## src/rtl/fetch_pkg.sv

```systemverilog
// Shared types and helpers for the program-counter / instruction-fetch stage.
package fetch_pkg;

  localparam int unsigned INSTR_BYTES = 4;
  localparam int unsigned INSTR_W     = 32;

  // Fetch sequencing states
  typedef enum logic [1:0] {
    IDLE  = 2'd0,
    FETCH = 2'd1,
    HOLD  = 2'd2
  } state_e;

  // Branch controls presented alongside retire
  typedef struct packed {
    logic branch;
    logic uncond_branch;
    logic zero;
  } br_ctrl_t;

  // B always redirects; CBZ redirects only when the ALU result was zero
  function automatic logic branch_taken(input br_ctrl_t ctrl);
    return ctrl.uncond_branch | (ctrl.branch & ctrl.zero);
  endfunction

endpackage

```

## src/rtl/next_pc_logic.sv

```systemverilog
// Next-PC selection: sequential PC+4 or PC-relative branch target.
module next_pc_logic
  import fetch_pkg::*;
#(
  parameter int unsigned PC_W = 64
) (
  input  logic [PC_W-1:0] pc,
  input  logic [PC_W-1:0] bus_imm,
  input  br_ctrl_t        ctrl,
  output logic [PC_W-1:0] next_pc_c
);

  // Sums are modulo 2^PC_W; negative offsets arrive as two's complement
  always_comb begin
    next_pc_c = pc + PC_W'(INSTR_BYTES);
    if (branch_taken(ctrl)) begin
      next_pc_c = pc + bus_imm;
    end
  end

endmodule

```

## src/rtl/fetch_pc_unit.sv

```systemverilog
// Program counter and single-outstanding instruction fetch stage.
module fetch_pc_unit
  import fetch_pkg::*;
#(
  parameter int unsigned   PC_W     = 64,
  parameter logic [PC_W-1:0] RESET_PC = '0,
  parameter int unsigned   CNT_W    = 32
) (
  input  logic               CLK,
  input  logic               Reset,
  output logic               imem_req,
  output logic [PC_W-1:0]    imem_addr,
  input  logic               imem_ready,
  input  logic [INSTR_W-1:0] imem_rdata,
  output logic [INSTR_W-1:0] Instruction,
  output logic               instr_valid,
  input  logic               retire,
  input  logic               Branch,
  input  logic               Uncondbranch,
  input  logic               Zero,
  input  logic [PC_W-1:0]    BusImm,
  output logic [PC_W-1:0]    PC,
  output logic [CNT_W-1:0]   retired_count
);

  state_e             state_q;
  state_e             state_d;
  logic [PC_W-1:0]    pc_d;
  logic [INSTR_W-1:0] instr_d;
  logic               valid_d;
  logic               req_d;
  logic [CNT_W-1:0]   cnt_d;
  logic [CNT_W-1:0]   cnt_inc_c;
  logic [PC_W-1:0]    next_pc_c;
  br_ctrl_t           ctrl_c;

  assign ctrl_c = '{branch: Branch, uncond_branch: Uncondbranch, zero: Zero};

  // The fetch address is the PC register itself
  assign imem_addr = PC;

  next_pc_logic #(
    .PC_W(PC_W)
  ) u_next_pc (
    .pc       (PC),
    .bus_imm  (BusImm),
    .ctrl     (ctrl_c),
    .next_pc_c(next_pc_c)
  );

  // Retired-instruction count saturates instead of wrapping
  always_comb begin
    cnt_inc_c = retired_count;
    if (retired_count != {CNT_W{1'b1}}) begin
      cnt_inc_c = retired_count + CNT_W'(1);
    end
  end

  // Next-state and next-register values; imem_ready/retire only matter in their own state
  always_comb begin
    state_d = state_q;
    pc_d    = PC;
    instr_d = Instruction;
    valid_d = instr_valid;
    cnt_d   = retired_count;
    case (state_q)
      IDLE: begin
        state_d = FETCH;
      end
      FETCH: begin
        if (imem_ready) begin
          instr_d = imem_rdata;
          valid_d = 1'b1;
          state_d = HOLD;
        end
      end
      HOLD: begin
        if (retire) begin
          pc_d    = next_pc_c;
          valid_d = 1'b0;
          cnt_d   = cnt_inc_c;
          state_d = FETCH;
        end
      end
      default: begin
        state_d = IDLE;
      end
    endcase
    req_d = (state_d == FETCH);
  end

  // State and output registers; synchronous reset abandons any in-flight work
  always_ff @(posedge CLK) begin
    if (Reset) begin
      state_q       <= IDLE;
      PC            <= RESET_PC;
      Instruction   <= '0;
      instr_valid   <= 1'b0;
      imem_req      <= 1'b0;
      retired_count <= '0;
    end else begin
      state_q       <= state_d;
      PC            <= pc_d;
      Instruction   <= instr_d;
      instr_valid   <= valid_d;
      imem_req      <= req_d;
      retired_count <= cnt_d;
    end
  end

endmodule

```

## config.mk

```make
export PLATFORM = sky130hd
export DESIGN_NAME = fetch_pc_unit
export DESIGN_NICKNAME = d
export VERILOG_FILES = /design/src/rtl/fetch_pkg.sv /design/src/rtl/next_pc_logic.sv /design/src/rtl/fetch_pc_unit.sv
export SDC_FILE = /design/constraint.sdc
export NUM_CORES = 1
export LEC_CHECK = 0
export BUFFER_PORTS_ARGS = -buffer_cell sky130_fd_sc_hd__buf_2
export CAP_MARGIN = 20
export CORE_MARGIN = 2
export CORE_UTILIZATION = 50
export CTS_BUF_LIST = sky130_fd_sc_hd__clkbuf_4 sky130_fd_sc_hd__clkbuf_8
export DETAILED_ROUTE_END_ITERATION = 10
export PLACE_DENSITY = 0.8
export SYNTH_ARGS = -nofsm -noshare
export SYNTH_HDL_FRONTEND = slang
export SYNTH_HIERARCHICAL = 1
export SYNTH_SLANG_ARGS = --single-unit
```

## constraint.sdc

```tcl
create_clock -name CLK -period 3.1 [get_ports CLK]
set_clock_uncertainty 0.2 [all_clocks]
set_input_delay 0.465 -clock CLK [delete_from_list [all_inputs] [get_ports CLK]]
set_output_delay 0.465 -clock CLK [all_outputs]
set_load 0.03 [all_outputs]
```

==> flow_summary.toml <==
[run_status]
status = "completed"

[final_layout]
fin_nets = 2158
utilization = 0.701
final-seq-area_um2 = 2680
area_delta_synth_final_pct = 36.8
drive_above_1_share = 0.373
multiInputGateArea_um2 = 8420
fin_cells = 2284
fillers = 1796

[clocking]
clockRootBuffer = "clkbuf_8"
cts_tree = "yes"
cts_sinks = 132
clockBufferDepth = 2
clkTransAtPathRegs_ns = 0.12
insertion_delay_ns = 0.48
h-tree-depth = 4
cts_buffers = 17

[yosys]
async_flop_share = 0
synth_area_per_cell_um2 = 7.21
synth-seq-cells = 132
syn-num-nets = 1731
ys_types = 91
synth_cells = 1562
ys_warn_count = 6
synth_enable_flop_cells = 0
synth_area_um2 = 11300
yosysSeqAreaShare = 0.235
ys.flop_type = "dfxtp_1"

[die]
die_y_um = 154
io_pins = 297
chipWidth_um = 154
start_util = 0.513
dieArea_um2 = 23700
core_area_um2 = 22000
row_count = 54

[job]
maxCapViolCount = 0

[global_route]
grt_usage = 0.299
antenna_found_initial = 3
grt_pass1_vias = 12300
grt_remaining_overflow = 0
grt_pass1_wl_um = 58800
grt_max_degree = 63

[route]
antenna_left = 0
drc_errors = 0
vias = 13200
routed_wl_um = 38400
drtIter0Drc = 843
drt_pass1_iterations = 7
wl_per_cell_um = 16.8
avgViaCountPerCell = 5.76

[timing]
fmax_mhz = 326
period_needed_ns = 3.07
setup_viol_count_final = 0
relSlewSlack = 0.503
min_period_over_period = 0.989
fin_ws_ns = 0.0346
hold_viol_final = 0
rsz0062_at_grt = "true"
final_max_slew_viol_count = 0
tightestPinTransition_ns = 0.745

[critical_path]
worst-endpoint-required_ns = 3.30
crit_arrival_ns = 3.27
end_kind = "flop"
crit_type = "flop to flop"
startpoint_type = "flop"
cp_max_fo = 3

[worst_hold_path]
hold_class = "input port to flop"

[placement]
numPortBuffers = 296
dp_hpwl_um = 27900
dp_cells = 2232
post-place-ws_ns = -0.413
gp_congestion = 0.952

[power]
ir_worst_vdd_uv = 334
pwr_density_cell_nw_per_um2 = 278
p_leak_nw = 7.23
==> final cells by class <==
cell class | count | share of cell area
clock inverters | 15 | 0.0116
well taps | 280 | 0.0227
flip-flops and latches | 132 | 0.174
clock buffers | 17 | 0.0152
diodes | 2 | 0.000325
inverters | 22 | 0.00536
repair buffers | 555 | 0.224
multi-input cells | 1261 | 0.547
==> per-stage QoR <==
step           hold WS (ns)  total power [mW]  setup TNS, ns  area (um^2)
4_1_cts            0.000635              4.25              0        14900
2_1_floorplan         0.335              2.35        -0.0169        11400
3_5_place_dp          0.244              2.67          -8.45        14200
3_3_place_gp          0.239              2.66          -6.24        14200
5_1_grt              0.0127              4.46         -0.955        15400
6_report             0.0225              4.28              0        15400
==> cell usage after synthesis, drive strengths merged, types with 29 or more instances <==
master    n  area, um^2
clkbuf   59         225
nand4    36         259
o21ai    55         283
a21oi   212        1060
nand2   324        1220
buf      88         647
a21o     53         399
ha       65         813
xor2     52         455
dfxtp   132        2640
xnor2    71         622
nor2     95         367
nand3    52         260
and3     29         185
==> logic make-up after synthesis <==
kind of cell | share of synthesized area
fa+ha+maj | 0.0740
buf+inv | 0.0848
compound gates | 0.237
simple gates | 0.269
mux | 0.00489
flops | 0.235
xor+xnor | 0.0957
==> power by group <==
group / internal, mW / total (mW) / switching [mW]
Combinational: 0.403 / 0.966 / 0.563
Sequential: 1.73 / 1.75 / 0.0242
Clock: 0.619 / 1.57 / 0.946
==> repair_timing <==
| action | 4_1_cts | 5_1_grt |
|---|---|---|
| setup buffers | 7 | 9 |
| endpoints found under the hold margin | 1 | 2 |
| gates resized for setup | 36 | 92 |
| hold buffers | 1 | 2 |
| pin swaps | 18 | 56 |
| endpoints found under the setup margin | 22 | 37 |
==> registers in the layout, summed over array words and instances, names as in the netlist <==
signal,cells
PC,64
Instruction,32
retired_count,32
state_q,2
imem_req,1
instr_valid,1
==> worst max-delay path, cell delays in order (launching register included) <==
cell and delay (ns):
dfxtp_4 0.38, buf_6 0.12, fa_2 0.40, a21oi_2 0.15
nor2b_2 0.07, a31o_4 0.26, nor4b_4 0.15, o21ai_2 0.15
a21oi_1 0.08, buf_4 0.15, o21ai_4 0.16, buf_6 0.13
xnor2_2 0.09, nor2_1 0.08, a21oi_1 0.16, nand2_1 0.09
a21oi_2 0.16
==> path summary, 6_finish.rpt <==
| check | start | to | slack, ns | cells past startpoint |
|---|---|---|---|---|
| worst max-delay path | PC[1]$_SDFFE_PP0P_ | PC[44]$_SDFFE_PP0P_ | 0.03 | 16 |
| worst min-delay path | imem_rdata[0] | Instruction[0]$_SDFFE_PP0P_ | 0.02 | 3 |
| worst min register to register | instr_valid$_SDFFE_PP0P_ | instr_valid$_SDFFE_PP0P_ | 0.26 | 2 |
| worst max register to register | PC[1]$_SDFFE_PP0P_ | PC[44]$_SDFFE_PP0P_ | 0.03 | 16 |
==> layout by cell type (no fill, tap or decap), types with 17 or more instances in the layout <==
master	count
nor2_1	91
a21oi_1	195
buf_4	253
ha_1	39
clkbuf_8	17
buf_2	295
a21o_1	51
inv_1	22
nand4_1	32
dfxtp_1	107
xnor2_1	70
xor2_1	52
nand2_1	321
ha_4	23
nand3_1	48
o21ai_0	38
and3_1	24
dfxtp_2	22
==> routing by layer <==
metal / up-vias / share of wire / GRT usage
li1: 6305 / - / -
met1: 6157 / 0.41 / 0.373
met2: 605 / 0.48 / 0.513
met3: 94 / 0.079 / 0.0583
met4: 2 / 0.031 / 0.108
met5: - / 0.00042 / 0
(Power assumes the default switching activity.)
